### src/rtl/exc_pkg.sv
// Shared types and constants for the ALU exception sequencer.
package exc_pkg;

  typedef enum logic [2:0] {
    S_IDLE     = 3'd0,
    S_FLUSH    = 3'd1,
    S_REDIRECT = 3'd2,
    S_HANDLER  = 3'd3,
    S_RETURN   = 3'd4,
    S_HALT     = 3'd5
  } exc_state_t;

  localparam logic [3:0] CAUSE_NONE  = 4'd0;
  localparam logic [3:0] CAUSE_OVF   = 4'd1;
  localparam logic [3:0] CAUSE_RANGE = 4'd2;
  localparam logic [3:0] CAUSE_ALIGN = 4'd3;

  localparam int BIT_OVF   = 6;
  localparam int BIT_RANGE = 3;
  localparam int BIT_ALIGN = 2;

  localparam int CNT_W = 4;

  function automatic logic [7:0] sat_inc8(input logic [7:0] v);
    return (v == 8'hFF) ? v : v + 8'd1;
  endfunction

endpackage

### src/rtl/exc_cause_encoder.sv
// Priority encoder from EX-stage ALU flags to a fault indication and cause code.
module exc_cause_encoder
  import exc_pkg::*;
(
  input  logic [7:0] alu_status,
  output logic       any_fault,
  output logic [3:0] cause
);

  logic unused_bits;
  assign unused_bits = ^{alu_status[7], alu_status[5:4], alu_status[1:0]};

  assign any_fault = alu_status[BIT_OVF] | alu_status[BIT_RANGE] | alu_status[BIT_ALIGN];

  // Overflow outranks address range, which outranks misalignment.
  always_comb begin
    cause = CAUSE_NONE;
    if (alu_status[BIT_OVF])        cause = CAUSE_OVF;
    else if (alu_status[BIT_RANGE]) cause = CAUSE_RANGE;
    else if (alu_status[BIT_ALIGN]) cause = CAUSE_ALIGN;
  end

endmodule

### src/rtl/exception_ctrl.sv
// Exception sequencer: gates data memory on a fault, flushes, vectors to the
// handler, returns on eret, and parks the core on a fault inside the handler.
module exception_ctrl
  import exc_pkg::*;
#(
  parameter int                PC_W         = 32,
  parameter logic [PC_W-1:0]   HANDLER_ADDR = 32'h0000_0080,
  parameter int                FLUSH_CYCLES = 2
) (
  input  logic            clk,
  input  logic            reset,
  input  logic [7:0]      alu_status,
  input  logic            ex_valid,
  input  logic [PC_W-1:0] ex_pc,
  input  logic            mem_read_req,
  input  logic            mem_write_req,
  input  logic            eret,
  output logic            mem_read,
  output logic            mem_write,
  output logic            flush,
  output logic            pc_redirect,
  output logic [PC_W-1:0] redirect_pc,
  output logic [PC_W-1:0] epc,
  output logic [3:0]      cause,
  output logic            in_handler,
  output logic            double_fault,
  output logic [7:0]      exc_count
);

  localparam logic [CNT_W-1:0] FLUSH_LOAD = CNT_W'(FLUSH_CYCLES - 1);

  logic       any_fault;
  logic [3:0] enc_cause;
  logic       fault;

  exc_cause_encoder u_enc (
    .alu_status (alu_status),
    .any_fault  (any_fault),
    .cause      (enc_cause)
  );

  assign fault = ex_valid & any_fault;

  exc_state_t       state, state_nx;
  logic [CNT_W-1:0] cnt, cnt_nx;
  logic             block;
  logic             take_epc;
  logic             take_cause;
  logic             set_dbl;

  always_comb begin
    state_nx    = state;
    cnt_nx      = cnt;
    flush       = 1'b0;
    pc_redirect = 1'b0;
    redirect_pc = '0;
    in_handler  = 1'b0;
    block       = 1'b0;
    take_epc    = 1'b0;
    take_cause  = 1'b0;
    set_dbl     = 1'b0;
    unique case (state)
      S_IDLE: begin
        block = fault;
        if (fault) begin
          take_epc   = 1'b1;
          take_cause = 1'b1;
          cnt_nx     = FLUSH_LOAD;
          state_nx   = S_FLUSH;
        end
      end
      S_FLUSH: begin
        flush = 1'b1;
        block = 1'b1;
        if (cnt == '0) state_nx = S_REDIRECT;
        else           cnt_nx   = cnt - 1'b1;
      end
      S_REDIRECT: begin
        block       = 1'b1;
        pc_redirect = 1'b1;
        redirect_pc = HANDLER_ADDR;
        state_nx    = S_HANDLER;
      end
      S_HANDLER: begin
        in_handler = 1'b1;
        block      = fault;
        // A fault in the same cycle as eret takes precedence.
        if (fault) begin
          take_cause = 1'b1;
          set_dbl    = 1'b1;
          state_nx   = S_HALT;
        end else if (ex_valid && eret) begin
          state_nx = S_RETURN;
        end
      end
      S_RETURN: begin
        flush       = 1'b1;
        pc_redirect = 1'b1;
        redirect_pc = epc + PC_W'(4);
        state_nx    = S_IDLE;
      end
      S_HALT: begin
        flush = 1'b1;
        block = 1'b1;
      end
      default: state_nx = S_IDLE;
    endcase
  end

  always_ff @(posedge clk) begin
    if (reset) begin
      state        <= S_IDLE;
      cnt          <= '0;
      epc          <= '0;
      cause        <= CAUSE_NONE;
      exc_count    <= '0;
      double_fault <= 1'b0;
    end else begin
      state <= state_nx;
      cnt   <= cnt_nx;
      if (take_epc) epc <= ex_pc;
      if (take_cause) begin
        cause     <= enc_cause;
        exc_count <= sat_inc8(exc_count);
      end
      if (set_dbl) double_fault <= 1'b1;
    end
  end

  assign mem_read  = mem_read_req  & ~block;
  assign mem_write = mem_write_req & ~block;

  // Structural sanity: only one of redirect/handler at a time, and a parked
  // core must always report the double fault.
  always_ff @(posedge clk) begin
    if (!reset) begin
      assert (!(pc_redirect && in_handler))
        else $error("exception_ctrl: redirect while in handler");
      assert (state != S_HALT || double_fault)
        else $error("exception_ctrl: halted without double_fault");
    end
  end

endmodule

### config.mk
export PLATFORM = sky130hd
export DESIGN_NAME = exception_ctrl
export DESIGN_NICKNAME = d
export VERILOG_FILES = /design/src/rtl/exc_pkg.sv /design/src/rtl/exc_cause_encoder.sv /design/src/rtl/exception_ctrl.sv
export SDC_FILE = /design/constraint.sdc
export NUM_CORES = 1
export LEC_CHECK = 0
export CAP_MARGIN = 5
export CELL_PAD_IN_SITES_DETAIL_PLACEMENT = 1
export CELL_PAD_IN_SITES_GLOBAL_PLACEMENT = 1
export CORE_UTILIZATION = 32
export DETAILED_ROUTE_END_ITERATION = 10
export PLACE_DENSITY = 0.94
export SLEW_MARGIN = 10
export SYNTH_ARGS = -nofsm -noshare
export SYNTH_HDL_FRONTEND = slang
export SYNTH_HIERARCHICAL = 1
export SYNTH_SLANG_ARGS = --single-unit
### constraint.sdc
create_clock -name clk -period 3.44 [get_ports clk]
set_input_delay 0.688 -clock clk [delete_from_list [all_inputs] [get_ports clk]]
set_output_delay 0.688 -clock clk [all_outputs]
set_load 0.05 [all_outputs]
; Word-level counts from Yosys, hierarchy flattened
; Index checks and enable logic that the tools add are counted.
[totals]
reg_bits = 52
input_bits = 46
output_inout_bits = 82
word_cells = 58
[classes]
n_addsub = 3
eq_ne = 10
n_mux = 20
bitwise_logic = 8
reduce_logical = 11
[ops]
columns = cell, count
row1 = case mux 32 bit (2 select lines), 1
row2 = "adder 32 x 3 -> 32 bit, second input constant", 1
row3 = two-way mux 4 bit, 4
row4 = case mux 3 bit (5 select lines), 1
row5 = two-way mux 3 bit, 4
row6 = "adder 8 x 1 -> 8 bit, second input constant", 1
row7 = "== test 8 bit, second input constant", 1
row8 = case mux 4 bit (2 select lines), 1
row9 = two-way mux 1 bit, 7
row10 = "== test 3 x 2 -> 1 bit, second input constant", 2
row11 = "== test 3 bit, second input constant", 2
row12 = "inequality test 2 bit, second input constant", 3
row13 = OR reduction 3 bit, 2
row14 = logical NOT 4 bit, 1
row15 = AND reduction 4 bit, 1
row16 = OR reduction 2 bit, 2
row17 = "subtractor 4 x 1 -> 4 bit, second input constant", 1
row18 = AND 1 bit, 3
row19 = "== test 3 x 1 -> 1 bit, second input constant", 1
row20 = logical NOT 3 bit, 1
row21 = "inequality test 3 bit, second input constant", 1
row22 = NOT 1 bit, 3
row23 = AND reduction 3 bit, 1
row24 = two-way mux 2 bit, 1
row25 = 5 further kinds, 6

; Longest topological paths before layout
; Gate-level depths: netlist of run 1.
[depth]
depth_word = 6
mapped_depth = 7
depth_no_buf = 6

; Hierarchy
; Netlist of run 1, hierarchy kept.
[modules_own_cells]
columns = mod, instances, cells_each, area_per_inst_um2, seq_area_each_um2
row1 = exception_ctrl, 1, 408, 2966.6, 1041.0
row2 = exc_cause_encoder, 1, 8, 45.0, 0.0

; Least setup slack after synthesis of run 1
; No wires, ideal clock.
[synth_timing]
path_type = register to output
startpoint = register epc[2]
endpoint = output redirect_pc[28]
arrival_time_ns = 2.777
required_time_ns = 2.752
setup_slack_ns = -0.025
stages_incl_launch_ff = 7
n_path_buf = 1
cell_sequence = dfxtp_1 ha_1 and4_1 nand3_2 buf_6 or4_1 a21oi_1
[synth_between]
elab_chain_cells = 2
[synth_rtl]
columns = item, line_no
row1 = start: declaration, exception_ctrl.sv:23  ; output logic [PC_W-1:0] epc,
row2 = start signal: assignment, exception_ctrl.sv:121  ; if (take_epc) epc <= ex_pc;
row3 = adder 32 x 3 -> 32 bit, exception_ctrl.sv:99  ; redirect_pc = epc + PC_W'(4);
row4 = case mux 32 bit (2 select lines), exception_ctrl.sv:62  ; unique case (state)
row5 = end: declaration, exception_ctrl.sv:22  ; output logic [PC_W-1:0] redirect_pc,
; Every way passes these cells.

; Final worst setup path of run 1
[layout_timing]
startpoint = register epc[4]
endpoint = output redirect_pc[7]
; The elaborated chain is that of the path after synthesis.

==> results of run 1 <==
-- stage by stage --
step           hold slack (ns)  total power [W]  util, %  cell area (um2)
4_1_cts                 0.4760         0.002008    49.28             4532
3_5_place_dp            0.4576         0.001540    47.92             4407
2_1_floorplan           0.4623         0.001246        -             3019
6_report                0.4669         0.001993    49.33             4537
3_3_place_gp            0.4466         0.001504    47.92             4407
5_1_grt                 0.5073         0.002089    49.33             4537
-- critical path, delay by kind of cell, from the launching register on --
| kind | cells | cell delay, ns |
|---|---|---|
| AO/OA/AOI/OAI | 2 | 0.34 |
| flip-flops | 1 | 0.50 |
| buffers and inverters | 1 | 0.87 |
| AND/OR/NAND/NOR | 2 | 0.59 |
-- how the worst max path moves through the flow --
stage | endpoint | from | cells after the start
2_1_floorplan | redirect_pc[24] | epc[2]$_SDFFE_PP0P_ | 6
3_3_place_gp | mem_read | alu_status[2] | 6
3_5_place_dp | redirect_pc[16] | epc[2]$_SDFFE_PP0P_ | 6
4_1_cts | redirect_pc[10] | epc[2]$_SDFFE_PP0P_ | 5
5_1_grt | redirect_pc[7] | epc[4]$_SDFFE_PP0P_ | 5
6_report | redirect_pc[7] | epc[4]$_SDFFE_PP0P_ | 5
-- state kept, by name, indices dropped and copies added, names as in the netlist --
signal and flops:
double_fault 1, state 3, cause 4, cnt 4
exc_count 8, epc 32
-- cell type report --
| type | count | area (um2) | area share, % |
|---|---|---|---|
| Multi-Input combinational cell | 329 | 1814 | 39.99 |
| Tap cell | 111 | 138.9 | 3.061 |
| Inverter | 11 | 41.29 | 0.9101 |
| Clock buffer | 7 | 96.34 | 2.124 |
| Timing Repair Buffer | 132 | 1375 | 30.31 |
| Sequential cell | 52 | 1041 | 22.95 |
| Clock inverter | 1 | 30.03 | 0.6619 |
-- power breakdown --
| part | total, W | switching [W] | internal [W] |
|---|---|---|---|
| clock | 0.000469 | 0.000212 | 0.000257 |
| sequential | 0.000759 | 0.0000914 | 0.000667 |
| combinational | 0.000765 | 0.000489 | 0.000276 |
-- synthesized netlist by cell type, types with 2 or more instances --
cell type  instances
mux2i_1            2
nor2b_1            3
ha_1               4
clkbuf_1          16
nand3_1           12
and3_1             3
mux2_2             2
xor2_1             3
buf_2              5
and4_1             7
nor3_1            10
nand2_1           91
nand2b_1           4
nor2_1            23
nand4_1           14
or3_1              7
nor3b_1            2
nor4_1             5
xnor2_1            7
buf_6              2
o31ai_1           10
buf_4              2
o21ai_0           12
o311ai_0           2
dfxtp_1           52
or4_1             11
nand4b_1           2
o31a_1             3
inv_1             11
a211oi_1           3
and2_1             7
a21oi_1           66
-- per-layer routing --
metal | up-vias | wire length [um]
met5 | - | 0
met4 | 0 | 124
met3 | 10 | 590
met2 | 90 | 5460
met1 | 1688 | 4447
li1 | 1707 | -
-- timing repair --
action,CTS,global route
pin swaps,0,0
resized for setup,1,2
endpoints found under the setup margin,1,2
hold buffers,0,0
-- logic make-up after synthesis --
group	count (synthesis)
and+or+nand+nor	207
AOI/OAI and AO/OA	102
DFF	52
buffers and inverters	36
xor gates and xnor gates	10
adders and majority gates	4
muxes	4
other	1
==> results.txt, run 1 <==
Drt pass-1 iters - 4
Layout cells sized above 1 - 9.398%
FF-to-FF setup slack - 1.29 ns
Setup total negative slack - 0 ns
Xor/xnor cell area share of the yosys netlist - 2.908%
Cell taking the most area after synthesis - dfxtp_1
Slowest cell delay on critical path - 0.87 ns
Placed cell count - 635
Min Clock Period, post-route - 3.295 ns
Worst-Skew Late Latency - 0.31 ns
Rows - 35
Top cells by area, synth - dfxtp_1 35%, nand2_1 11%, a21oi_1 11%
Met1 usage - 25.57%
Fmax - 0.3035 GHz
Clock Pin Slew Worst Setup and Hold Paths - 0.10 ns
Vias/cell - 5.435
DP Worst Slack - 0.2787 ns
CTS root buffer - clkbuf_8
Commonest non-fill, non-tap cells in the layout - 95 x clkdlybuf4s50_1, 91 x nand2_1, 65 x a21oi_1
CP max-delay cell - clkdlybuf4s50_1
Fin cells - 643
P_leak - 1.567 nW
Netlist Area Pre-Place - 3012 um2
Worst Setup Slack, final - 0.1446 ns
Die W - 99.01 um
Num CTS Buffers - 5
First-pass GRT wire length - 17460 um
Main synth FF type - dfxtp_1
CP required - 2.75 ns
H-Tree Depth - 2
Main combinational cell family by area after synthesis - simple AND/OR/NAND/NOR gates
Area fraction of the dominant cell type after synthesis - 34.57%
Total gr overflow - 0
Via count - 3495
Post-synthesis mux area share - 1.413%
Starting DRT DRC Count - 90
Fin. max-slew vios - 0
I/O Buffers - 122
P per Cell Area - 439.3 nW/um2
Number of synthesized flops with an enable pin - 0
Syn. warnings - 6
NumNets Final - 581
Simple-Gate Fraction of Synth Area - 34.44%
Routed len/inst - 16.52 um
Worst reg2reg path endpoint - epc[10]$_SDFFE_PP0P_
Clock Path Buffers - 2
CTS tree - built
Startpoint Class - flop
Max-slew headroom - 50.36%
I/O pins - 128
Die footprint - 9803 um2
Gpl congestion - 0.8302
Initial antenna violation count - 0
Die Ht - 99.01 um
# setup viols final - 0
# DRC - 0
Commonest non-fill, non-tap cell in the layout - clkdlybuf4s50_1
Tot GR Track Use - 22.09%
Routing usage on met3 - 5.035%
Post-Synth Adder-Cell Area - 1.662%
Top Usage Layer GRT - met2
Hold worst-path end - cause[3]$_SDFFE_PP0P_
Ys async rst share - 0%
Layout fillers - 1155
Clk_skew - 0.01461 ns
Initial core utilization - 32.75%
Critical path type - reg -> out
Synthesized area per cell - 7.240 um2
Worst reg2reg startpoint - state[0]$_SDFFE_PP0P_
Hold Crit Class - reg -> reg
Worst Hold Depth - 2
RSZ-0062 raised after global routing - false
Clk sinks - 52
Period utilization - 95.80%
Worst path arrival time - 2.61 ns
Synth unique cells - 45
HP Start - cause[3]$_SDFFE_PP0P_
Routed WL - 10620 um
Status - completed
Antenna fix cells - 0
Final hold violations - 0
Worst slew pin tran - 0.7378 ns
Max_cap viols - 0
Post-synthesis cell count - 416
Sequence of cells on the critical path - nand4_1, or3_1, a21o_1, a21oi_1, clkdlybuf4s50_1
Met2 GRT Util - 40.51%
Vias in the first global route - 3542
Setup bufs post-CTS - 0
R2R cell count - 6
Crit path capture type - output port
Core area - 9196 um2
Hpwl dp - 8040 um
Synth-to-Final Area Change - 50.64%
DRT antenna net count - 0
Largest net degree at the start of global routing - 33
Synth Register Bits - 52
Compound-Gate Fraction of Synth Area - 19.44%
Seq/Total Area, Yosys - 34.57%
Peak supply drop - 240.4 uV
Worst-path fanout max - 9
Power figures use the tool's default switching activity.
==> run 2, diff against run 1 <==
GPL_ROUTABILITY_DRIVEN = 1   (was not set)
==> results of run 2 <==
The final DEF is identical to that of run 1; final timing and power are the same.
==> run 3, diff against run 2 <==
HOLD_SLACK_MARGIN = 0.1   (was not set)
==> results of run 3 <==
The final DEF is identical to that of run 1; final timing and power are the same.
